<file path="src/rtl/dma_priority_arbiter.sv">
// dma_priority_arbiter: request-side stage in front of the DMA timing FSM.
// It synchronises and polarity-corrects DREQ, applies the mask and software
// requests, picks a winner with fixed or rotating priority, holds that grant
// for the whole service, and drives the DACK pins while the FSM asks for it.
module dma_priority_arbiter #(
    parameter int NCH = 4
) (
    input  logic           CLK,
    input  logic           RESET,
    input  logic [NCH-1:0] DREQ,
    input  logic [7:0]     commandReg,
    input  logic [NCH-1:0] maskReg,
    input  logic [NCH-1:0] requestReg,
    input  logic           IDLE_CYCLE,
    input  logic           validDACK,
    input  logic           serviceDone,
    output logic [NCH-1:0] VALID_DREQ,
    output logic [NCH-1:0] DACK,
    output logic [1:0]     activeCh,
    output logic [NCH-1:0] reqStatus
);

    typedef enum logic {
        ArbIdle = 1'b0,
        ArbHold = 1'b1
    } arbState_t;

    arbState_t      state, stateNext;
    logic [NCH-1:0] dreqS;
    logic [NCH-1:0] eff;
    logic [NCH-1:0] validNext;
    logic [NCH-1:0] dackNext;
    logic [1:0]     lowPri, lowPriNext;
    logic [1:0]     activeChNext;
    logic [1:0]     win;
    logic [1:0]     idx;
    logic           winFound;
    logic           grantHeld;
    logic           arbGo;

    // Command bit aliases
    logic ctrlDisable, rotatePri, dreqActLow, dackActHigh;
    assign ctrlDisable = commandReg[2];
    assign rotatePri   = commandReg[4];
    assign dreqActLow  = commandReg[6];
    assign dackActHigh = commandReg[7];

    assign grantHeld = (state == ArbHold);

    // Software requests bypass the mask; hardware requests do not.
    assign eff = (dreqS & ~maskReg) | requestReg;

    // Single-stage DREQ synchroniser with polarity folded in ahead of the
    // flop, plus the status request bits (mask deliberately ignored there).
    always_ff @(posedge CLK) begin
        if (RESET) begin
            dreqS     <= '0;
            reqStatus <= '0;
        end else begin
            dreqS     <= DREQ ^ {NCH{dreqActLow}};
            reqStatus <= dreqS | requestReg;
        end
    end

    // Winner search: fixed scans up from ch0, rotating scans up from the
    // channel after the last one serviced, wrapping 3 -> 0.
    always_comb begin
        win      = '0;
        winFound = 1'b0;
        idx      = '0;
        for (int i = 0; i < NCH; i++) begin
            if (rotatePri) idx = lowPri + 2'(i + 1);
            else           idx = 2'(i);
            if (!winFound && eff[idx]) begin
                win      = idx;
                winFound = 1'b1;
            end
        end
    end

    // New grant only from idle, not disabled, and never on a release edge.
    assign arbGo = IDLE_CYCLE & ~grantHeld & ~ctrlDisable & ~serviceDone & winFound;

    // Grant FSM next-state: idle waits for a winner, hold waits for release.
    always_comb begin
        stateNext    = state;
        validNext    = VALID_DREQ;
        activeChNext = activeCh;
        lowPriNext   = lowPri;
        case (state)
            ArbIdle: begin
                if (arbGo) begin
                    stateNext    = ArbHold;
                    validNext    = 4'b0001 << win;
                    activeChNext = win;
                end
            end
            ArbHold: begin
                if (serviceDone) begin
                    stateNext = ArbIdle;
                    validNext = '0;
                    if (rotatePri) lowPriNext = activeCh;
                end
            end
            default: begin
                stateNext = ArbIdle;
                validNext = '0;
            end
        endcase
    end

    // Grant FSM state register; lowPri=3 makes ch0 first after reset.
    always_ff @(posedge CLK) begin
        if (RESET) begin
            state      <= ArbIdle;
            VALID_DREQ <= '0;
            activeCh   <= '0;
            lowPri     <= 2'd3;
        end else begin
            state      <= stateNext;
            VALID_DREQ <= validNext;
            activeCh   <= activeChNext;
            lowPri     <= lowPriNext;
        end
    end

    // Per-channel DACK level: active only for the held channel while the FSM
    // requests acknowledge, so at most one pin is ever active.
    for (genvar c = 0; c < NCH; c++) begin : gDack
        assign dackNext[c] = (validDACK & grantHeld & (activeCh == 2'(c))) ^ ~dackActHigh;
    end

    // Registered DACK pins; reset drives all high regardless of polarity.
    always_ff @(posedge CLK) begin
        if (RESET) DACK <= '1;
        else       DACK <= dackNext;
    end

endmodule

</file>
<file path="config.mk">
export PLATFORM = sky130hd
export DESIGN_NAME = dma_priority_arbiter
export DESIGN_NICKNAME = d
export VERILOG_FILES = /design/src/rtl/dma_priority_arbiter.sv
export SDC_FILE = /design/constraint.sdc
export NUM_CORES = 1
export LEC_CHECK = 0
export ABC_CLOCK_PERIOD_IN_PS = 5400
export BUFFER_PORTS_ARGS = -buffer_cell sky130_fd_sc_hd__clkbuf_2
export CAP_MARGIN = 20
export CORE_UTILIZATION = 52
export DETAILED_ROUTE_END_ITERATION = 7
export PLACE_DENSITY = 0.79
export SLEW_MARGIN = 40
export SYNTH_ARGS = -nofsm -noshare
export SYNTH_HDL_FRONTEND = slang
export SYNTH_SLANG_ARGS = --single-unit
export TNS_END_PERCENT = 1
</file>
<file path="constraint.sdc">
create_clock -name CLK -period 5.4 [get_ports CLK]
set_input_delay 1.08 -clock CLK [delete_from_list [all_inputs] [get_ports CLK]]
set_output_delay 1.08 -clock CLK [all_outputs]
set_load 0.02 [all_outputs]
</file>
# Yosys cells after proc, flatten, opt, wreduce, memory -nomap -nowiden
# Index checks and enable logic that the tools add are counted.
# totals
reg_bits,21
latch_bits,0
ramBits,0
romBits,0
input_bits,25
out_inout_bits,14
elab_cells,78
mem_count,0
# op_classes
addsub,3
mul,0
div_mod_pow,0
n_lt_le_gt_ge,4
eq_ne,5
shift,1
muxes,26
bitwise,22
reduce_logical,10
# op_table
operator,n
$mux 2,8
$lt 2x3->1 const B,4
$mux 1,10
$and 1x1->1,9
$bmux 1 s2,4
$mux 4,2
$or 4x4->4,2
$pmux 4 s2,1
$add 2x2->2 const B,2
$and 4x4->4,1
$eq 2x2->1 const B,2
$ne 2x2->1 const B,2
$not 1->1,4
$not 4->4,1
$reduce_and 2->1,2
$shl 1x2->4 const A,1
$xor 1x1->1,4
$xor 4x4->4,1
$logic_and 1x1->1,3
$logic_not 1->1,3
$reduce_and 3->1,1
$add 2x1->2 const B,1
$eq 2x1->1 const B,1
$logic_not 2->1,1
$pmux 1 s2,1

# Logic depth before layout (Yosys ltp)
# Gate-level depths: netlist (run 1).
# logic_depth
word_depth,18
depth_mapped,7
ltp_nobuf,6

# Worst setup path after synthesis (run 1)
# OpenSTA, ideal clock, no wires.
# synth_timing
path_kind,input to register
startpoint,in maskReg[0]
endpoint,reg VALID_DREQ[2]
setup_time_ns,0.092
arrival_time_ns,2.330
required_time_ns,5.308
path_slack_ns,2.978
path_stages,6
n_path_buf,0
path_cell_list,and2b_1 > nor4b_1 > a211oi_2 > mux2i_1 > a311o_1 > o32ai_1
# synth_between
elab_chain_cells,18
elab_cells_between_ends,31
cone_classes,1 x eq/ne; 1 x shift; 18 x mux; 4 x bitwise; 7 x reduce/logical
# synth_rtl
element,line,rtl
"start, declared",12,"input logic [NCH-1:0] maskReg,"
$not 4->4 (*),51,assign eff = (dreqS & ~maskReg) | requestReg;
$and 4x4->4 (*),51,
$or 4x4->4 (*),51,
$bmux 1 s2,74,if (!winFound && eff[idx]) begin
$mux 1 (implied by the code),74,
$mux 1,74,
$logic_not 1->1,74,
$logic_and 1x1->1,74,
[2 not listed],n/a,
$logic_and 1x1->1,74,
$mux 1,74,
$logic_not 1->1,74,
$logic_and 1x1->1,74,
$mux 2 or $mux 1 (tied branches),74,
$shl 1x2->4 or $and 1x1->1 (tied branches),"94, 82",
$mux 4 or $ne 2x2->1 (tied branches),n/a,
$pmux 4 s2 or $reduce_and 2->1 (tied branches),n/a,
"end signal, assigned",121,VALID_DREQ <= validNext;
"end, declared",17,"output logic [NCH-1:0] VALID_DREQ,"
# Mark *: on every way between the ends. The rest lies on a longest branch, timed or not. The select of a mux whose other input is x is not followed.
# A chain may end at the register's enable or synchronous reset.

# Final worst setup path (run 1)
# layout_timing
startpoint,in maskReg[0]
endpoint,reg VALID_DREQ[1]
# The elaborated chain is that of the path after synthesis.

==> flow_summary.toml, run 1 <==
[sta]
setup_viol_count_final = 0
worstMarginPinSlew_ps = 456
finClkSkew_ps = 6.50
max_slew_margin_pct = 69.4
finalSetupTns_ps = 0
rsz0062_at_grt = "no"
fin_crit_ps = 2360
report.final.slew_viol_count = 0
hold_viol = 0
post-route-period-util_pct = 43.8
max_freq_ghz = 0.423

[setup_path]
worstSetupStartpointType = "input port"
cp_data_required_time_ps = 5590
cp_num_buf_inv = 1
crit_slowest_cell = "a311oi_1"
cp_max_fo = 4
crit_family = "compound AO/OA/AOI/OAI gates"
cp_cell_sequence = "clkbuf_2 -> and2b_1 -> nor4b_1 -> a211oi_2 -> mux2i_1 -> a311oi_1 -> o32ai_1"
r2r_cells = 6
cp.arrival_ps = 2550
rrSetupSlack_ps = 3450
crit_path_end_kind = "flip-flop"
slowest_delay_ps = 400
path_class = "in -> reg"
timing.rr.start = "lowPri[1]$_SDFFE_PP1P_"
r2r_end = "VALID_DREQ[1]$_SDFFE_PP0P_"

[job]
cap_violations = 0

[route]
drt_first_pass_iters = 4
vias = 1026
drc = 0
wire_per_inst_um = 12.0
drtIter0Drc = 29
via_per_inst = 5.52
routed_wl_um = 2230
ant_nets = 0

[clocking]
cts.sinks = 21
clk_pin_slew_ps = 110
cts_tree = "yes"
cts_setup_buffers = 0
cts_resized = 0
root_buffer = "clkbuf_4"
htree_levels = 1
holdBufCountCts = 0
cts_buffers = 3
clock_path_buffers = 2
clock_latency_ps = 310

[power_and_ir_drop]
irDropWorstVdd_mv = 0.179
p_per_area_nw_per_um2 = 237
leakagePower_nw = 0.550

[status]
status = "complete, no violations"

[synth]
synth_enable_flop_cells = 0
ys_seq_elements = 21
synth_ff_type = "dfxtp_1"
syn_inst = 126
syn_nets = 151
synth_top_cell_by_area = "dfxtp_1"
synth_warnings = 0
synth.cell_area_um2 = 1080
synth.distinct_cells = 33
synthTopCellsByArea = "dfxtp_1, nor2_1, xnor2_1"
post_synth.cell_area_avg_um2 = 8.56
synth.top_cell.area_share_pct = 39.0
ys_seq_area_share_pct = 39.0
async_flop_share_pct = 0

[floorplan]
die_y_um = 47.5
initial_core_util_pct = 55.0
die_area_um2 = 2260
coreArea_um2 = 1960
ioPinCount = 39
die_x_um = 47.5
rows = 16

[grt]
track_usage_pct = 22.1
grt_pass1_vias = 818
grt_pass1_wl_um = 3460
grt_max_degree = 23
grt_antenna_before_repair = 0
overflow = 0

[place]
place.gp.congestion = 0.800
dp_hpwl_um = 1700
numPortBuffers = 34

[hold_path]
min_to = "reqStatus[0]$_SDFF_PP0_"
hp-class = "reg -> reg"
min_from = "dreqS[0]$_SDFF_PP0_"
whs_path_depth = 2

[finish]
syn2layout_area_growth_pct = 19.0
layout_commonest_cell = "clkbuf_2"
fin_util_pct = 65.4
insertedDiodeCount = 0
nNetsFinal = 185
multi_input_area_um2 = 628
drive_above_1_share_pct = 27.0
layout_common_cells = "clkbuf_2, dfxtp_1, nor2_1, nand2_1, nand2b_1"
fill_cells = 185
seq_area_um2 = 420
tightest hold or removal path, delay by kind of cell (launching register included):
kind / cells / cell delay (ps)
flip-flops: 1 / 340
AND/OR/NAND/NOR: 2 / 120
worst max path at each step:
stage,start,endpoint,slack [ps],cells after the start
global placement,maskReg[0],VALID_DREQ[3]$_SDFFE_PP0P_,2750,7
finish,maskReg[0],VALID_DREQ[1]$_SDFFE_PP0P_,3040,7
global route,maskReg[0],VALID_DREQ[1]$_SDFFE_PP0P_,2880,7
detailed placement,maskReg[0],VALID_DREQ[3]$_SDFFE_PP0P_,2720,7
floorplan,maskReg[0],VALID_DREQ[2]$_SDFFE_PP0P_,2980,6
CTS,maskReg[0],VALID_DREQ[3]$_SDFFE_PP0P_,3060,7
final cells by class:
cell class	count	area share, %
inverters	1	0.292
well taps	27	2.63
multi-input cells	99	48.9
clock buffers	3	1.75
clock inverters	1	0.390
repair buffers	34	13.3
flip-flops and latches	21	32.7
routing by layer:
metal  vias up  GRT usage [%]  wire length (um)
li1        517              -                 -
met1       469           27.2               991
met2        35           37.0              1100
met3         5           4.53               103
met4         0           10.0                42
met5         -              0                 0
through the flow:
| stage | instances | area [um2] | hold slack [ps] | total power [mW] | setup slack (ps) |
|---|---|---|---|---|---|
| final | 186 | 1280 | 480 | 0.305 | 3040 |
| after global placement | 182 | 1260 | 442 | 0.228 | 2750 |
| after CTS | 186 | 1280 | 490 | 0.308 | 3060 |
| after detailed placement | 182 | 1260 | 460 | 0.230 | 2720 |
| after global routing | 186 | 1280 | 506 | 0.318 | 2880 |
| after floorplan | 126 | 1080 | 430 | 0.209 | 2980 |
synth_stat cells (4+ instances only):
library cell and number:
dfxtp_1 21, nor2_1 21, nand2_1 9, nand2b_1 9
xnor2_1 7, a211oi_1 5, o21ai_0 5, o32ai_1 5
clkbuf_1 4, nand3b_1 4, nor3_1 4
flip-flops by register name (all words and copies together) (netlist names):
register,cells
grantHeld,1
lowPri,2
reqStatus,4
DACK,4
dreqS,4
VALID_DREQ,4
activeCh,2
report_power, final:
group          switching, mW  internal (mW)
sequential           0.00467          0.163
clock                 0.0498         0.0277
combinational         0.0339         0.0253
total                 0.0884          0.216
kinds of logic after synthesis:
logic type	after synthesis	synth area share (%)
and+or+nand+nor	62	30.6
AOI/OAI and AO/OA	26	18.3
DFF	21	39.0
xor gates and xnor gates	8	6.50
buffers and inverters	6	2.78
muxes	3	2.78
(Power assumes the default switching activity.)
==> run 2: changes to the inputs <==
--- a/config.mk
+++ b/config.mk
@@ -5,12 +5,12 @@
 export SDC_FILE = /design/constraint.sdc
 export NUM_CORES = 1
 export LEC_CHECK = 0
-export ABC_CLOCK_PERIOD_IN_PS = 5400
+export ABC_CLOCK_PERIOD_IN_PS = 2400
 export BUFFER_PORTS_ARGS = -buffer_cell sky130_fd_sc_hd__clkbuf_2
 export CAP_MARGIN = 20
-export CORE_UTILIZATION = 52
+export CORE_UTILIZATION = 48
 export DETAILED_ROUTE_END_ITERATION = 7
-export PLACE_DENSITY = 0.79
+export PLACE_DENSITY = 0.74
 export SLEW_MARGIN = 40
 export SYNTH_ARGS = -nofsm -noshare
 export SYNTH_HDL_FRONTEND = slang
==> constraint.sdc (replaced) <==
create_clock -name CLK -period 2.4 [get_ports CLK]
set_input_delay 0.48 -clock CLK [delete_from_list [all_inputs] [get_ports CLK]]
set_output_delay 0.48 -clock CLK [all_outputs]
set_load 0.02 [all_outputs]
==> flow_summary.toml, run 2 (synthesis gave the netlist of run 1 again) <==
[route]
via_per_inst = 5.63
vias = 1048
drt_first_pass_iters = 6
drtIter0Drc = 30
ant_nets = 0
drc = 0
routed_wl_um = 2200
wire_per_inst_um = 11.8

[sta]
fin_ws_ps = 473
finalSetupTns_ps = 0
post-route-period-util_pct = 80.3
setup_viol_count_final = 0
finClkSkew_ps = 2.21
fin_crit_ps = 1930
max_freq_ghz = 0.519
worstMarginPinSlew_ps = 417
report.final.slew_viol_count = 0
max_slew_margin_pct = 72.0
hold_viol = 0
rsz0062_at_grt = "no"

[setup_path]
timing.rr.start = "lowPri[1]$_SDFFE_PP1P_"
crit_path_end_kind = "flip-flop"
cp_max_fo = 10
r2r_cells = 6
worstSetupStartpointType = "flip-flop"
cp.arrival_ps = 2150
cp_data_required_time_ps = 2620
worstSetupEndpoint = "VALID_DREQ[2]$_SDFFE_PP0P_"
cp-startpoint = "lowPri[1]$_SDFFE_PP1P_"
path_class = "reg -> reg"
rrSetupSlack_ps = 470
r2r_end = "VALID_DREQ[2]$_SDFFE_PP0P_"

[floorplan]
die_x_um = 49.4
ioPinCount = 39
rows = 16
die_area_um2 = 2440
die_y_um = 49.4
coreArea_um2 = 2040
initial_core_util_pct = 52.8

[status]
status = "complete, no violations"

[grt]
track_usage_pct = 20.5
grt_pass1_vias = 1005
grt_max_degree = 23
grt_antenna_before_repair = 0
overflow = 0
grt_pass1_wl_um = 3990

[hold_path]
hp-class = "in -> reg"
whs_path_depth = 3

[clocking]
cts.sinks = 21
holdBufCountCts = 0
root_buffer = "clkbuf_4"
htree_levels = 1
clock_latency_ps = 300
clk_pin_slew_ps = 120
cts_tree = "yes"
cts_resized = 0
cts_buffers = 3
cts_setup_buffers = 0
clock_path_buffers = 2

[finish]
fill_cells = 197
layout_commonest_cell = "clkbuf_2"
insertedDiodeCount = 0
nNetsFinal = 185
syn2layout_area_growth_pct = 19.0
layout_common_cells = "clkbuf_2, dfxtp_1, nor2_1, nand2_1, nand2b_1"
drive_above_1_share_pct = 27.0

[place]
place.gp.congestion = 0.800
numPortBuffers = 34
post-place-ws_ps = 297
dp_hpwl_um = 1640

[power_and_ir_drop]
irDropWorstVdd_mv = 0.292
leakagePower_nw = 0.550
p_per_area_nw_per_um2 = 529

[job]
cap_violations = 0
## run 2: cell counts in the layout (fill, tap and decap cells not counted)
Identical to the previous run, type by type.
## run 2: worst min path at each step
stage                             start                       to  slack [ps]
finish                          DREQ[1]      dreqS[1]$_SDFF_PP0_         410
global placement    dreqS[1]$_SDFF_PP0_  reqStatus[1]$_SDFF_PP0_         440
global route                    DREQ[0]      dreqS[0]$_SDFF_PP0_         420
detailed placement  dreqS[0]$_SDFF_PP0_  reqStatus[0]$_SDFF_PP0_         460
CTS                             DREQ[1]      dreqS[1]$_SDFF_PP0_         410
floorplan           dreqS[1]$_SDFF_PP0_  reqStatus[1]$_SDFF_PP0_         430
## run 2: routing by layer
metal,wire [um],part of all wire [%],track usage (%),up-vias
met4,22,1.0,7.14,0
met3,146,6.6,3.12,4
met5,0,0,0,-
met1,943,43,24.6,485
li1,-,-,-,515
met2,1090,49,36.8,44
## run 2: final cells by class
type	instances	area (um2)	share of cell area, %
timing repair buffer	34	170	13.3
tap	27	33.8	2.63
inverter	1	3.75	0.292
sequential	21	420	32.7
clock inverter	1	5.00	0.390
multi-input combinational	99	628	48.9
clock buffer	3	22.5	1.75
## run 2: critical path, cell delays in order, from the launching register on
cell      delay [ps]
dfxtp_1          530
nand2_1          160
a211oi_1         330
a211oi_2         100
mux2i_1          160
a311o_1          300
o32ai_1          280
## run 2: per-stage QoR
step	area (um2)	instances	hold slack (ps)	total power, mW	util, %
2_1_floorplan	1080	126	430	0.471	-
3_3_place_gp	1260	182	440	0.514	61.5
3_5_place_dp	1260	182	458	0.517	61.5
4_1_cts	1280	186	414	0.687	62.9
5_1_grt	1280	186	418	0.716	62.9
6_report	1280	186	410	0.679	62.9
## run 2: power by group
| part | switching (mW) | internal, mW |
|---|---|---|
| logic | 0.0748 | 0.0569 |
| registers | 0.0102 | 0.367 |
| clock network | 0.108 | 0.0622 |
==> run 3: changes to the inputs <==
--- a/config.mk
+++ b/config.mk
@@ -5,12 +5,12 @@
 export SDC_FILE = /design/constraint.sdc
 export NUM_CORES = 1
 export LEC_CHECK = 0
-export ABC_CLOCK_PERIOD_IN_PS = 2400
+export ABC_CLOCK_PERIOD_IN_PS = 1700
 export BUFFER_PORTS_ARGS = -buffer_cell sky130_fd_sc_hd__clkbuf_2
 export CAP_MARGIN = 20
-export CORE_UTILIZATION = 48
+export CORE_UTILIZATION = 43
 export DETAILED_ROUTE_END_ITERATION = 7
-export PLACE_DENSITY = 0.74
+export PLACE_DENSITY = 0.7
 export SLEW_MARGIN = 40
 export SYNTH_ARGS = -nofsm -noshare
 export SYNTH_HDL_FRONTEND = slang
==> constraint.sdc (replaced) <==
create_clock -name CLK -period 1.7 [get_ports CLK]
set_input_delay 0.34 -clock CLK [delete_from_list [all_inputs] [get_ports CLK]]
set_output_delay 0.34 -clock CLK [all_outputs]
set_load 0.02 [all_outputs]
==> flow_summary.toml, run 3 (synthesis gave the netlist of run 1 again) <==
[status]
status = "finished with violations"
violations = "setup timing"

[power_and_ir_drop]
power_frac_comb_pct = 23.1
irDropWorstVdd_mv = 0.566
leakagePower_nw = 0.645
clkPwrFrac_pct = 24.0
power_frac_seq_pct = 52.8
p_int_mw = 0.717
p_per_area_nw_per_um2 = 676
switching_share_pct = 28.9
power_switching_mw = 0.292

[place]
place.gp.congestion = 0.836
placed_area_um2 = 1380
dp_hpwl_um = 2010
numPortBuffers = 34
post-place-ws_ps = -186

[setup_path]
slowest_delay_ps = 370
crit_slowest_cell = "a311o_1"
cp.arrival_ps = 1940
cp_cell_sequence = "nor2b_4 -> o32ai_2 -> a211oi_2 -> mux2i_1 -> a311o_1 -> o32ai_2"
crit_top_cell = "o32ai_2"
path_class = "reg -> reg"
worstSetupStartpointType = "flip-flop"
cp_max_fo = 4
crit_path_end_kind = "flip-flop"
cp_data_required_time_ps = 1930

[grt]
grt_pass1_vias = 1011
grt_pass1_wl_um = 4260
overflow = 0
grt_max_degree = 23
track_usage_pct = 21.0
grt_antenna_before_repair = 0

[sta]
finalSetupTns_ps = -2.08
post-route-period-util_pct = 100
worstMarginPinSlew_ps = 429
fin_crit_ps = 1700
report.final.slew_viol_count = 0
max_freq_ghz = 0.588
rsz0062_at_grt = "yes"
max_slew_margin_pct = 71.3
setup_viol_count_final = 1
finClkSkew_ps = 9.78
fin_ws_ps = -2.08
hold_viol = 0

[clocking]
htree_levels = 1
cts_setup_buffers = 0
cts_buffers = 3
holdBufCountCts = 0
cts_tree = "yes"
clock_path_buffers = 2
clock_latency_ps = 310
clk_pin_slew_ps = 120
cts.sinks = 21
root_buffer = "clkbuf_4"

[floorplan]
die_x_um = 52.1
ioPinCount = 39
coreArea_um2 = 2300
die_area_um2 = 2710
rows = 17
initial_core_util_pct = 46.9
die_y_um = 52.1

[route]
wire_per_inst_um = 13.2
vias = 1094
routed_wl_um = 2670
drt_first_pass_iters = 4
via_per_inst = 5.39
drc = 0
drtIter0Drc = 17
ant_nets = 0

[hold_path]
hp-class = "in -> reg"

[finish]
drive_above_1_share_pct = 42.9
insertedDiodeCount = 0
stdcell_area_um2 = 1490
nNetsFinal = 201
syn2layout_area_growth_pct = 38.3
layout_common_cells = "clkbuf_2, nor2_1, dfxtp_1, buf_4, nand2_1"
layout_commonest_cell = "clkbuf_2"

[job]
cap_violations = 0
==> run 3: cell count changes in the layout (fill, tap and decap cells not counted), sizes merged <==
cell,before,now
buf,0,16
clkbuf,37,38
clkinv,1,0
==> run 3: path summary, 6_finish.rpt <==
check | startpoint | to | slack [ps] | cells past startpoint
setup / recovery | dreqS[2]$_SDFF_PP0_ | VALID_DREQ[0]$_SDFFE_PP0P_ | -2 | 6
hold reg to reg | dreqS[3]$_SDFF_PP0_ | reqStatus[3]$_SDFF_PP0_ | 480 | 2
setup reg to reg | dreqS[2]$_SDFF_PP0_ | VALID_DREQ[0]$_SDFFE_PP0P_ | -2 | 6
hold / removal | DREQ[1] | dreqS[1]$_SDFF_PP0_ | 260 | 3
==> run 3: metal layers <==
| layer | wire [um] | GRT usage (%) |
|---|---|---|
| met1 | 1130 | 24.2 |
| met2 | 1400 | 37.6 |
| met3 | 129 | 6.14 |
| met4 | 12 | 4.50 |
| met5 | 0 | 0 |
==> run 3: power by group through the flow <==
stage	registers, mW	logic [mW]	clock network (mW)
after floorplan	0.563	0.101	0
after global placement	0.543	0.208	0
after detailed placement	0.545	0.213	0
after CTS	0.532	0.220	0.247
after global routing	0.537	0.253	0.275
final	0.533	0.233	0.242
==> run 3: repair_timing <==
| item | 4_1_cts | 5_1_grt |
|---|---|---|
| hold endpoints to repair | 0 | 0 |
| pin swaps | 1 | 10 |
| gates resized for setup | 8 | 12 |
| cloned | 0 | 0 |
| endpoints found under the setup margin | 6 | 6 |
==> run 3: worst max-delay path, delay by kind of cell, from the launching register on <==
kind,cells,cell delay (ps)
flops,1,340
simple gates,1,130
compound gates,4,990
mux,1,170
==> run 3: through the flow <==
stage          power (mW)  cells  hold WS (ps)  utilization, %
3_5_place_dp        0.758    199           447            60.0
2_1_floorplan       0.665    126           430               -
6_report             1.01    203           260            64.9
5_1_grt              1.06    203           276            64.9
4_1_cts             0.999    203           266            62.5
3_3_place_gp        0.751    199           440            60.0
==> run 3: layout make-up <==
class	count	area (um2)
inverter	1	3.75
fill	201	806
clock buffer	4	26.3
tap	28	35.0
timing repair buffer	50	290
sequential	21	428
multi-input combinational	99	708
